### src/rtl/score_to_digits.sv
`default_nettype none
// ============================================================================
// Module  : score_to_digits
// Brief   : Sequential double-dabble binary-to-2-digit converter for a 7-seg scanner.
// Revision: 1.0 - initial release
// ============================================================================
module score_to_digits #(
    parameter int         WIDTH      = 7,
    parameter int         MAX_VAL    = 99,
    parameter logic [4:0] BLANK_CODE = 5'd16,
    parameter logic [4:0] DASH_CODE  = 5'd17
) (
    input  logic             clk,
    input  logic             reset,
    input  logic             start,
    input  logic [WIDTH-1:0] value,
    input  logic             blank_lz,
    output logic             busy,
    output logic             done,
    output logic [4:0]       d_tens,
    output logic [4:0]       d_ones
);

    localparam int             c_CW   = $clog2(WIDTH + 1);
    localparam logic [c_CW-1:0] c_LAST = c_CW'(WIDTH - 1);

    typedef enum logic [1:0] {
        S_IDLE   = 2'd0,
        S_CONV   = 2'd1,
        S_FINISH = 2'd2
    } state_t;

    state_t           r_state;
    state_t           w_next;
    logic [WIDTH-1:0] r_shift;
    logic [WIDTH-1:0] r_val;
    logic             r_blank;
    logic [3:0]       r_tens;
    logic [3:0]       r_ones;
    logic [c_CW-1:0]  r_cnt;
    logic             r_done;
    logic [4:0]       r_d_tens;
    logic [4:0]       r_d_ones;

    logic [3:0]       w_tens_adj;
    logic [3:0]       w_ones_adj;
    logic             w_ovf;

    assign w_tens_adj = (r_tens >= 4'd5) ? r_tens + 4'd3 : r_tens;
    assign w_ones_adj = (r_ones >= 4'd5) ? r_ones + 4'd3 : r_ones;
    // Overflow uses the copy latched at start, never the live input.
    assign w_ovf      = (32'(r_val) > 32'(MAX_VAL));

    always_ff @(posedge clk or posedge reset) begin
        if (reset) begin
            r_state <= S_IDLE;
        end else begin
            r_state <= w_next;
        end
    end

    always_comb begin
        w_next = r_state;
        case (r_state)
            S_IDLE:   if (start) w_next = S_CONV;
            S_CONV:   if (r_cnt == c_LAST) w_next = S_FINISH;
            S_FINISH: w_next = S_IDLE;
            default:  w_next = S_IDLE;
        endcase
    end

    always_ff @(posedge clk or posedge reset) begin
        if (reset) begin
            r_shift  <= '0;
            r_val    <= '0;
            r_blank  <= 1'b0;
            r_tens   <= 4'd0;
            r_ones   <= 4'd0;
            r_cnt    <= '0;
            r_done   <= 1'b0;
            r_d_tens <= BLANK_CODE;
            r_d_ones <= BLANK_CODE;
        end else begin
            r_done <= (r_state == S_FINISH);
            case (r_state)
                S_IDLE: begin
                    if (start) begin
                        r_shift <= value;
                        r_val   <= value;
                        r_blank <= blank_lz;
                        r_tens  <= 4'd0;
                        r_ones  <= 4'd0;
                        r_cnt   <= '0;
                    end
                end
                S_CONV: begin
                    // The bit leaving the tens nibble would be hundreds; it is dropped.
                    r_tens  <= {w_tens_adj[2:0], w_ones_adj[3]};
                    r_ones  <= {w_ones_adj[2:0], r_shift[WIDTH-1]};
                    r_shift <= {r_shift[WIDTH-2:0], 1'b0};
                    r_cnt   <= r_cnt + 1'b1;
                end
                S_FINISH: begin
                    if (w_ovf) begin
                        r_d_tens <= DASH_CODE;
                        r_d_ones <= DASH_CODE;
                    end else begin
                        r_d_ones <= {1'b0, r_ones};
                        r_d_tens <= ((r_tens == 4'd0) && r_blank) ? BLANK_CODE : {1'b0, r_tens};
                    end
                end
                default: ;
            endcase
        end
    end

    assign busy   = (r_state != S_IDLE);
    assign done   = r_done;
    assign d_tens = r_d_tens;
    assign d_ones = r_d_ones;

endmodule
`default_nettype wire

### config.mk
export PLATFORM = sky130hd
export DESIGN_NAME = score_to_digits
export DESIGN_NICKNAME = d
export VERILOG_FILES = /design/src/rtl/score_to_digits.sv
export SDC_FILE = /design/constraint.sdc
export NUM_CORES = 1
export LEC_CHECK = 0
export BUFFER_PORTS_ARGS = -buffer_cell sky130_fd_sc_hd__buf_2
export CORE_UTILIZATION = 34
export DETAILED_ROUTE_END_ITERATION = 10
export SETUP_SLACK_MARGIN = 0.5
export SYNTH_ARGS = -nofsm -noshare
export SYNTH_HDL_FRONTEND = slang
export SYNTH_SLANG_ARGS = --single-unit
### constraint.sdc
create_clock -name clk -period 3.45 [get_ports clk]
set_clock_uncertainty 0.2 [all_clocks]
set_input_delay 0 -clock clk [delete_from_list [all_inputs] [get_ports clk]]
set_output_delay 0 -clock clk [all_outputs]
set_load 0.02 [all_outputs]
==> results.cfg, run 1 <==
[yosys]
avgSynthCellArea_sq_um = 10.7
synthFlopType = dfrtp_1
synthMuxAreaShare_pct = 5.18
synth-seq-cells = 37
synth_area_leaders = dfrtp_1, nand2_1, ha_1
synth-simple-area-share_pct = 14.4
synth_xor_area_share_pct = 1.53
synthDistinctLibCells = 36
yosysWarnings = 0
synth-compound-area-share_pct = 14.6
syn_nets = 178
synth_top_family_by_area = compound AO/OA/AOI/OAI gates
synth_common_cells = nand2_1, dfrtp_1, o21ai_0, ha_1, inv_1
yosys.area.top_type = dfrtp_1
synth-edff-count = 0
synth_sequential_area_ratio_pct = 54.1
async_flop_share_pct = 100
post-synth-top-count-cell = nand2_1
synth_fa_ha_area_share_pct = 5.11
netlist_area_sq_mm = 0.00172
synth_top_area_share_pct = 51.1
synthCells = 160

[worst_setup_path]
reg2reg_from = r_ones[0]
r2r_slack_ns = 1.50
critPathMaxFanout = 4
critical_path_required_ns = 3.44
path_class = flop to flop
startpoint_type = flop
reg2reg_depth = 6
cp.arrival_ns = 1.94
cp-end-kind = flop
r2r_end = r_ones[2]

[min_path]
hold_end = r_tens[0]
worstHoldPathCells = 4
min_from = start
hold_class = input port to flop

[sta]
max_slew.worst_pin.slew_ns = 0.871
drv_slew = 0
finalHoldViolations = 0
setup_ws_ns = 1.50
post-route-min-period_ns = 1.95
finalCritPeriodShare_pct = 56.4
setup_tns_ns = 0
setup_viol = 0
slew_headroom_pct = 41.9
max_freq_mhz = 514
rsz0062_at_grt = no

[pwr]
power.density_mw_per_mm2 = 880
ir_drop_uv = 412
p_leak_nw = 0.991

[global_routing]
grtUsageTotal_pct = 13.8
antenna_found_initial = 0
grt_first_pass_wirelength_mm = 5.61
grt_pass1_vias = 1221
overflow = 0
grt_max_degree = 24

[layout]
finalNetCount = 210
synthToLayoutAreaGrowth_pct = 19.2
num_antenna_cells = 0
fin_util_pct = 42.7
drive_above_1_share_pct = 21.2
fillers = 477
final_cell_area_sq_mm = 0.00204
multi_input_area_sq_um = 701
regArea_sq_um = 928

[clocking]
cts_hold_buf = 9
clockRootBuffer = clkbuf_8
clockBufferDepth = 2
numCtsBuffers = 5
cts_tree = yes
ctsResizeCount = 0
cts_setup_buffers = 0
cts.sinks = 37
worstSkewPairLatency_ns = 0.29
h-tree-depth = 2
clk_pin_slew_ns = 0.06

[die]
core-area_sq_mm = 0.00479
start_util_pct = 35.8
dieWidth_microns = 73.0
ios = 23
dieArea_sq_mm = 0.00533
fp-row-count = 25
die_y_microns = 73.0

[place]
post_dp_cell_area_sq_mm = 0.00186
place_congestion = 0.698
hpwlAfterDp_mm = 2.11
pre_cts_slack_ns = 1.55
place.port_buffers = 22

[routing]
dr.pass1.iters = 4
detail-route-antenna-nets = 0
num_vias = 1230
routedWlPerCell_microns = 12.2
vias_per_cell = 4.73
drc = 0
drtIter0Drc = 75
routed_wirelength_mm = 3.17

[run]
max_cap_viol_count = 0

[outcome]
status = finished, final reports clean
==> placed cells by master, fill, tap and decap left out <==
cell           instances
a21boi_0               1
a21o_1                 3
a21oi_1                4
a22o_1                 1
a22oi_1                6
buf_2                 22
buf_4                  2
clkbuf_1               2
clkbuf_8               6
dfrtp_1               35
dfstp_2                2
dlygate4sd3_1          9
ha_1                   7
inv_1                  7
mux2_1                 3
mux2_2                 4
mux2i_1                1
nand2_1               37
nand2b_1               4
nand3_1                3
nand4bb_1              1
nor2_1                 2
nor2_2                 1
nor2b_2                1
nor3_1                 2
nor3b_4                1
o21ai_0               10
o21ai_1                4
o22ai_1                4
o2bb2ai_1              1
o311ai_4               1
o31ai_1                1
o32ai_1                1
or2_2                  1
xnor2_1                2
xor2_1                 1
==> cell families (layout without fill, tap and decap cells) <==
group                      count (synthesis)  in the layout
AOI/OAI and AO/OA                         37             37
xor gates and xnor gates                   3              3
adders and majority gates                  7              7
buffers and inverters                     15             48
DFF                                       37             37
muxes                                      8              8
and+or+nand+nor                           53             53
==> stage by stage <==
stage          std cells  hold WS (ns)  total power, mW
2_1_floorplan        160       -0.0653             1.35
3_3_place_gp         243        0.0158             1.48
5_1_grt              260         0.191             1.96
4_1_cts              260         0.150             1.82
3_5_place_dp         243        0.0274             1.50
6_report             260         0.150             1.80
==> critical path, cell delays in order, from the launching register on <==
cell and delay (ns):
dfrtp_1 0.40, inv_1 0.14, ha_1 0.22, nand2b_1 0.07
a21oi_1 0.33, mux2_2 0.38, o22ai_1 0.12
==> routing by layer <==
metal	wire [microns]	vias to the layer above	track usage, %
li1	-	609	-
met1	1630	588	18.2
met2	1380	27	21.5
met3	129	6	4.14
met4	36	0	4.58
met5	0	-	0
==> power breakdown <==
| group | switching (mW) | total, mW | internal (mW) | leakage, nW |
|---|---|---|---|---|
| clock | 0.143 | 0.305 | 0.163 | 0.0455 |
| combinational | 0.416 | 0.728 | 0.312 | 0.478 |
| sequential | 0.141 | 0.765 | 0.625 | 0.467 |
==> layout make-up <==
class | count | share of cell area (%)
repair buffers | 33 | 10.5
well taps | 67 | 4.10
multi-input cells | 108 | 34.3
inverters | 7 | 1.29
clock buffers | 8 | 4.41
flip-flops and latches | 37 | 45.4
==> worst max path at each step <==
stage          slack [ns]  cells past startpoint         to  startpoint
2_1_floorplan        1.74                      6  r_ones[2]   r_ones[0]
3_3_place_gp         1.64                      6  r_ones[2]   r_ones[0]
3_5_place_dp         1.55                      6  r_ones[2]   r_ones[0]
4_1_cts              1.53                      6  r_ones[2]   r_ones[0]
5_1_grt              1.41                      6  r_ones[2]   r_ones[0]
6_report             1.50                      6  r_ones[2]   r_ones[0]
==> registers in the layout, summed over array words and instances, names as in the netlist <==
register and flops:
r_blank 1, r_shift 7, r_ones 4, r_state 2, r_cnt 3, r_tens 4
done 1, r_val 5, d_tens 5, d_ones 5
(Power assumes the default switching activity.)
==> run 2, diff against run 1 <==
==> constraint.sdc (replaced) <==
create_clock -name clk -period 1.6 [get_ports clk]
set_clock_uncertainty 0.2 [all_clocks]
set_input_delay 0 -clock clk [delete_from_list [all_inputs] [get_ports clk]]
set_output_delay 0 -clock clk [all_outputs]
set_load 0.02 [all_outputs]
==> results.cfg, run 2 (synthesized netlist as in run 1, its figures left out) <==
[outcome]
status = finished, final reports clean

[sta]
setup_viol = 0
slew_headroom_pct = 68.9
post-route-min-period_ns = 1.56
finalHoldViolations = 0
drv_slew = 0
rsz0062_at_grt = yes
setup_tns_ns = 0
max_slew.worst_pin.slew_ns = 0.467
finalCritPeriodShare_pct = 97.7
max_freq_mhz = 640

[layout]
num_antenna_cells = 0
layout_common_cells = dfrtp_1, nand2_1, buf_4
largest_register = r_shift
drive_above_1_share_pct = 56.0
largest_reg_flops = 7
synthToLayoutAreaGrowth_pct = 65.8
finalNetCount = 251
mostFrequentLayoutCell = dfrtp_1
instances_no_fill = 301

[die]
fp-row-count = 25
start_util_pct = 35.8
core-area_sq_mm = 0.00479
dieArea_sq_mm = 0.00533
dieWidth_microns = 73.0
die_y_microns = 73.0
ios = 23

[min_path]
hold_class = input port to async pin

[clocking]
clockBufferDepth = 2
clockRootBuffer = clkbuf_8
clk_pin_slew_ns = 0.08
cts_tree = yes
cts.sinks = 37
h-tree-depth = 2
numCtsBuffers = 5
worstSkewPairLatency_ns = 0.29

[routing]
vias_per_cell = 4.74
drtIter0Drc = 51
detail-route-antenna-nets = 0
dr.pass1.iters = 4
routed_wirelength_mm = 4.21
routedWlPerCell_microns = 14.0
drc = 0
num_vias = 1427

[pwr]
ir_drop_uv = 1050
power.density_mw_per_mm2 = 1960
p_leak_nw = 1.33

[worst_setup_path]
reg2reg_from = r_ones[0]
critical_path_required_ns = 1.63
r2r_end = r_ones[2]
path_class = flop to flop
startpoint_type = flop
cp-end-kind = flop
critPathMaxFanout = 3
r2r_slack_ns = 0.04
reg2reg_depth = 5
crit_start = r_ones[0]
cp.arrival_ns = 1.59

[global_routing]
grt_first_pass_wirelength_mm = 6.72
grt_pass1_vias = 1487
overflow = 0
grtUsageTotal_pct = 16.6
antenna_found_initial = 0
grt_max_degree = 38

[run]
max_cap_viol_count = 0

[place]
place.port_buffers = 22
placed_cells = 252
hpwlAfterDp_mm = 2.27
place_congestion = 0.762
==> run 2: cell types whose count changed in the layout (fill, tap and decap cells not counted), moves of 5 or more <==
| cell | delta |
|---|---|
| o21ai_2 | +7 |
| mux2_4 | +7 |
| buf_6 | +17 |
| ha_1 | -5 |
| o21ai_0 | -9 |
| nand2_1 | -10 |
| buf_4 | +19 |
| inv_1 | -5 |
| nand2_4 | +6 |
==> run 2: routing by layer <==
| metal | vias up | wire, microns | GRT usage [%] |
|---|---|---|---|
| li1 | 687 | - | - |
| met1 | 698 | 1850 | 20.1 |
| met2 | 35 | 2150 | 28.6 |
| met3 | 7 | 167 | 4.83 |
| met4 | 0 | 48 | 4.58 |
| met5 | - | 0 | 0 |
==> run 2: how the worst max path moves through the flow <==
stage,cells past startpoint,slack (ns),end
4_1_cts,5,0.02,r_ones[2]
2_1_floorplan,6,0.06,r_ones[2]
5_1_grt,6,-0.04,r_cnt[2]
3_5_place_dp,5,0.03,r_ones[2]
6_report,5,0.04,r_ones[2]
3_3_place_gp,5,0.06,r_ones[2]
==> run 2: area by class of cell <==
type	count	area [sq um]
Clock buffer	7	96.3
Clock inverter	1	5.00
Fill cell	390	1940
Inverter	7	31.3
Multi-Input combinational cell	109	1010
Sequential cell	37	928
Tap cell	67	83.8
Timing Repair Buffer	73	692
==> run 2: repair_timing <==
action | 4_1_cts | 5_1_grt
endpoints found under the setup margin | 40 | 40
setup buffers | 18 | 9
hold buffers | 9 | 0
hold endpoints to repair | 50 | 0
pin swaps | 9 | 29
cloned | 4 | 1
gates resized for setup | 32 | 43
==> run 2: stage by stage <==
stage	hold WS, ns	utilization (%)	total power, mW	area, sq um	worst slack [ns]
after floorplan	-0.0603	-	3.25	1820	0.0616
after global placement	-0.0661	42.9	3.70	2050	0.0557
after detailed placement	-0.0653	42.9	3.74	2050	0.0272
after CTS	0.173	54.0	5.01	2580	0.0154
after global routing	0.226	59.4	5.97	2840	-0.0390
final	0.153	59.4	5.58	2840	0.0373
==> run 2: report_power, final <==
group | switching (mW) | internal (mW)
clock network | 0.332 | 0.389
logic | 1.40 | 1.71
registers | 0.399 | 1.35
total | 2.13 | 3.45
==> run 2: worst max-delay path, cell delays in order, from the launching register on <==
cell and delay (ns):
dfrtp_1 0.43, ha_4 0.17, nand2b_4 0.14, a21oi_4 0.16, mux2_4 0.32, o22ai_2 0.08
==> run 3, diff against run 2 <==
--- a/config.mk
+++ b/config.mk
@@ -5,8 +5,9 @@
 export SDC_FILE = /design/constraint.sdc
 export NUM_CORES = 1
 export LEC_CHECK = 0
-export BUFFER_PORTS_ARGS = -buffer_cell sky130_fd_sc_hd__buf_2
+export BUFFER_PORTS_ARGS = -buffer_cell sky130_fd_sc_hd__buf_4
 export CORE_UTILIZATION = 34
+export CTS_BUF_LIST = sky130_fd_sc_hd__clkbuf_16
 export DETAILED_ROUTE_END_ITERATION = 10
 export SETUP_SLACK_MARGIN = 0.5
 export SYNTH_ARGS = -nofsm -noshare
==> results.cfg, run 3 (synthesized netlist as in run 1, its figures left out) <==
[worst_setup_path]
slowest_delay_ns = 0.41
critPathMaxFanout = 16
r2r_slack_ns = 0.04
reg2reg_from = r_state[0]
critical_path_depth = 3
startpoint_type = flop
cp_top_family = flip-flops
critical_path_required_ns = 1.56
worst-path-buf-inv = 1
cp-end-kind = flop
cpMaxStageDelayCell = dfrtp_1
reg2reg_depth = 3
path_class = flop to flop
cp.arrival_ns = 1.52
crit_chain = nor3b_4 > buf_6 > mux2_2
r2r_end = r_val[5]

[clocking]
clk_pin_slew_ns = 0.05
numCtsBuffers = 5
clockBufferDepth = 2
cts.sinks = 37
clockRootBuffer = clkbuf_16
h-tree-depth = 2
cts_tree = yes
worstSkewPairLatency_ns = 0.28

[die]
ios = 23
start_util_pct = 35.8
core-area_sq_mm = 0.00479
fp-row-count = 25
dieArea_sq_mm = 0.00533
dieWidth_microns = 73.0
die_y_microns = 73.0

[pwr]
ir_drop_uv = 1120
power.density_mw_per_mm2 = 2030
p_leak_nw = 1.30
fin_total_pwr_mw = 5.68

[sta]
drv_slew = 0
setup_ws_ns = 0.0432
setup_tns_ns = 0
post-route-min-period_ns = 1.56
holdWs_ns = 0.116
max_freq_mhz = 642
finalHoldViolations = 0
setup_viol = 0
rsz0062_at_grt = yes
slew_headroom_pct = 67.8
max_slew.worst_pin.slew_ns = 0.484
finalCritPeriodShare_pct = 97.3

[layout]
largest_register = r_shift
final_cell_area_sq_mm = 0.00280
finalNetCount = 242
synthToLayoutAreaGrowth_pct = 63.2
num_antenna_cells = 0
regArea_sq_um = 930
drive_above_1_share_pct = 55.1
mostFrequentLayoutCell = buf_4
fillers = 415
largest_reg_flops = 7
fin_util_pct = 58.5
instances_no_fill = 292
layout_common_cells = buf_4, dfrtp_1, nand2_1
multi_input_area_sq_um = 987

[routing]
vias_per_cell = 4.86
num_vias = 1418
drtIter0Drc = 52
routed_wirelength_mm = 4.31
detail-route-antenna-nets = 0
dr.pass1.iters = 4
drc = 0
routedWlPerCell_microns = 14.7

[min_path]
hold_class = input port to flop
min_from = start
worstHoldPathCells = 4
hold_end = r_tens[0]

[place]
place.port_buffers = 22
hpwlAfterDp_mm = 2.52
placed_cells = 254
pre_cts_slack_ns = 0.0131
post_dp_cell_area_sq_mm = 0.00211
place_congestion = 0.709

[global_routing]
overflow = 0
antenna_found_initial = 0
grtUsageTotal_pct = 16.1
grt_pass1_vias = 1403
grt_max_degree = 38
grt_first_pass_wirelength_mm = 6.49

[run]
max_cap_viol_count = 0

[outcome]
status = finished, final reports clean
run 3: cell type report:
cell class	count	share of cell area (%)
clock buffer	5	4.47
inverter	7	0.939
multi-input combinational	108	35.3
timing repair buffer	65	22.7
sequential	37	33.2
tap	67	3.00
clock inverter	3	0.447
run 3: worst max-delay path by stage:
stage	startpoint	endpoint	slack, ns
6_report	r_state[0]	r_val[5]	0.04
3_5_place_dp	r_ones[0]	r_ones[2]	0.01
2_1_floorplan	r_ones[1]	r_ones[2]	0.06
4_1_cts	r_ones[0]	r_ones[2]	0.01
5_1_grt	r_ones[0]	r_ones[2]	0.0005
3_3_place_gp	r_ones[0]	r_ones[2]	0.06
run 3: what timing repair did:
item	4_1_cts	5_1_grt
gates cloned	1	3
endpoints found under the hold margin	50	0
setup buffers	14	3
endpoints found under the setup margin	40	40
hold buffers	9	0
pin swaps	6	18
resized for setup	33	29
run 3: power breakdown:
part           internal, mW  total, mW  switching, mW
Combinational          1.65       3.02           1.37
Sequential             1.35       1.76          0.411
Clock                 0.562      0.907          0.345
run 3: worst reg2reg max path, cell delays in order (launching register included):
cell and delay (ns):
dfrtp_1 0.41, nor3b_4 0.25, buf_6 0.23, mux2_2 0.35
run 3: routing by layer:
metal / vias up / track usage (%) / part of all wire, %
met5: - / 0 / 0
met2: 40 / 27.3 / 52
met1: 690 / 19.8 / 42
met3: 9 / 3.87 / 3.6
met4: 0 / 6.54 / 1.5
li1: 679 / - / -
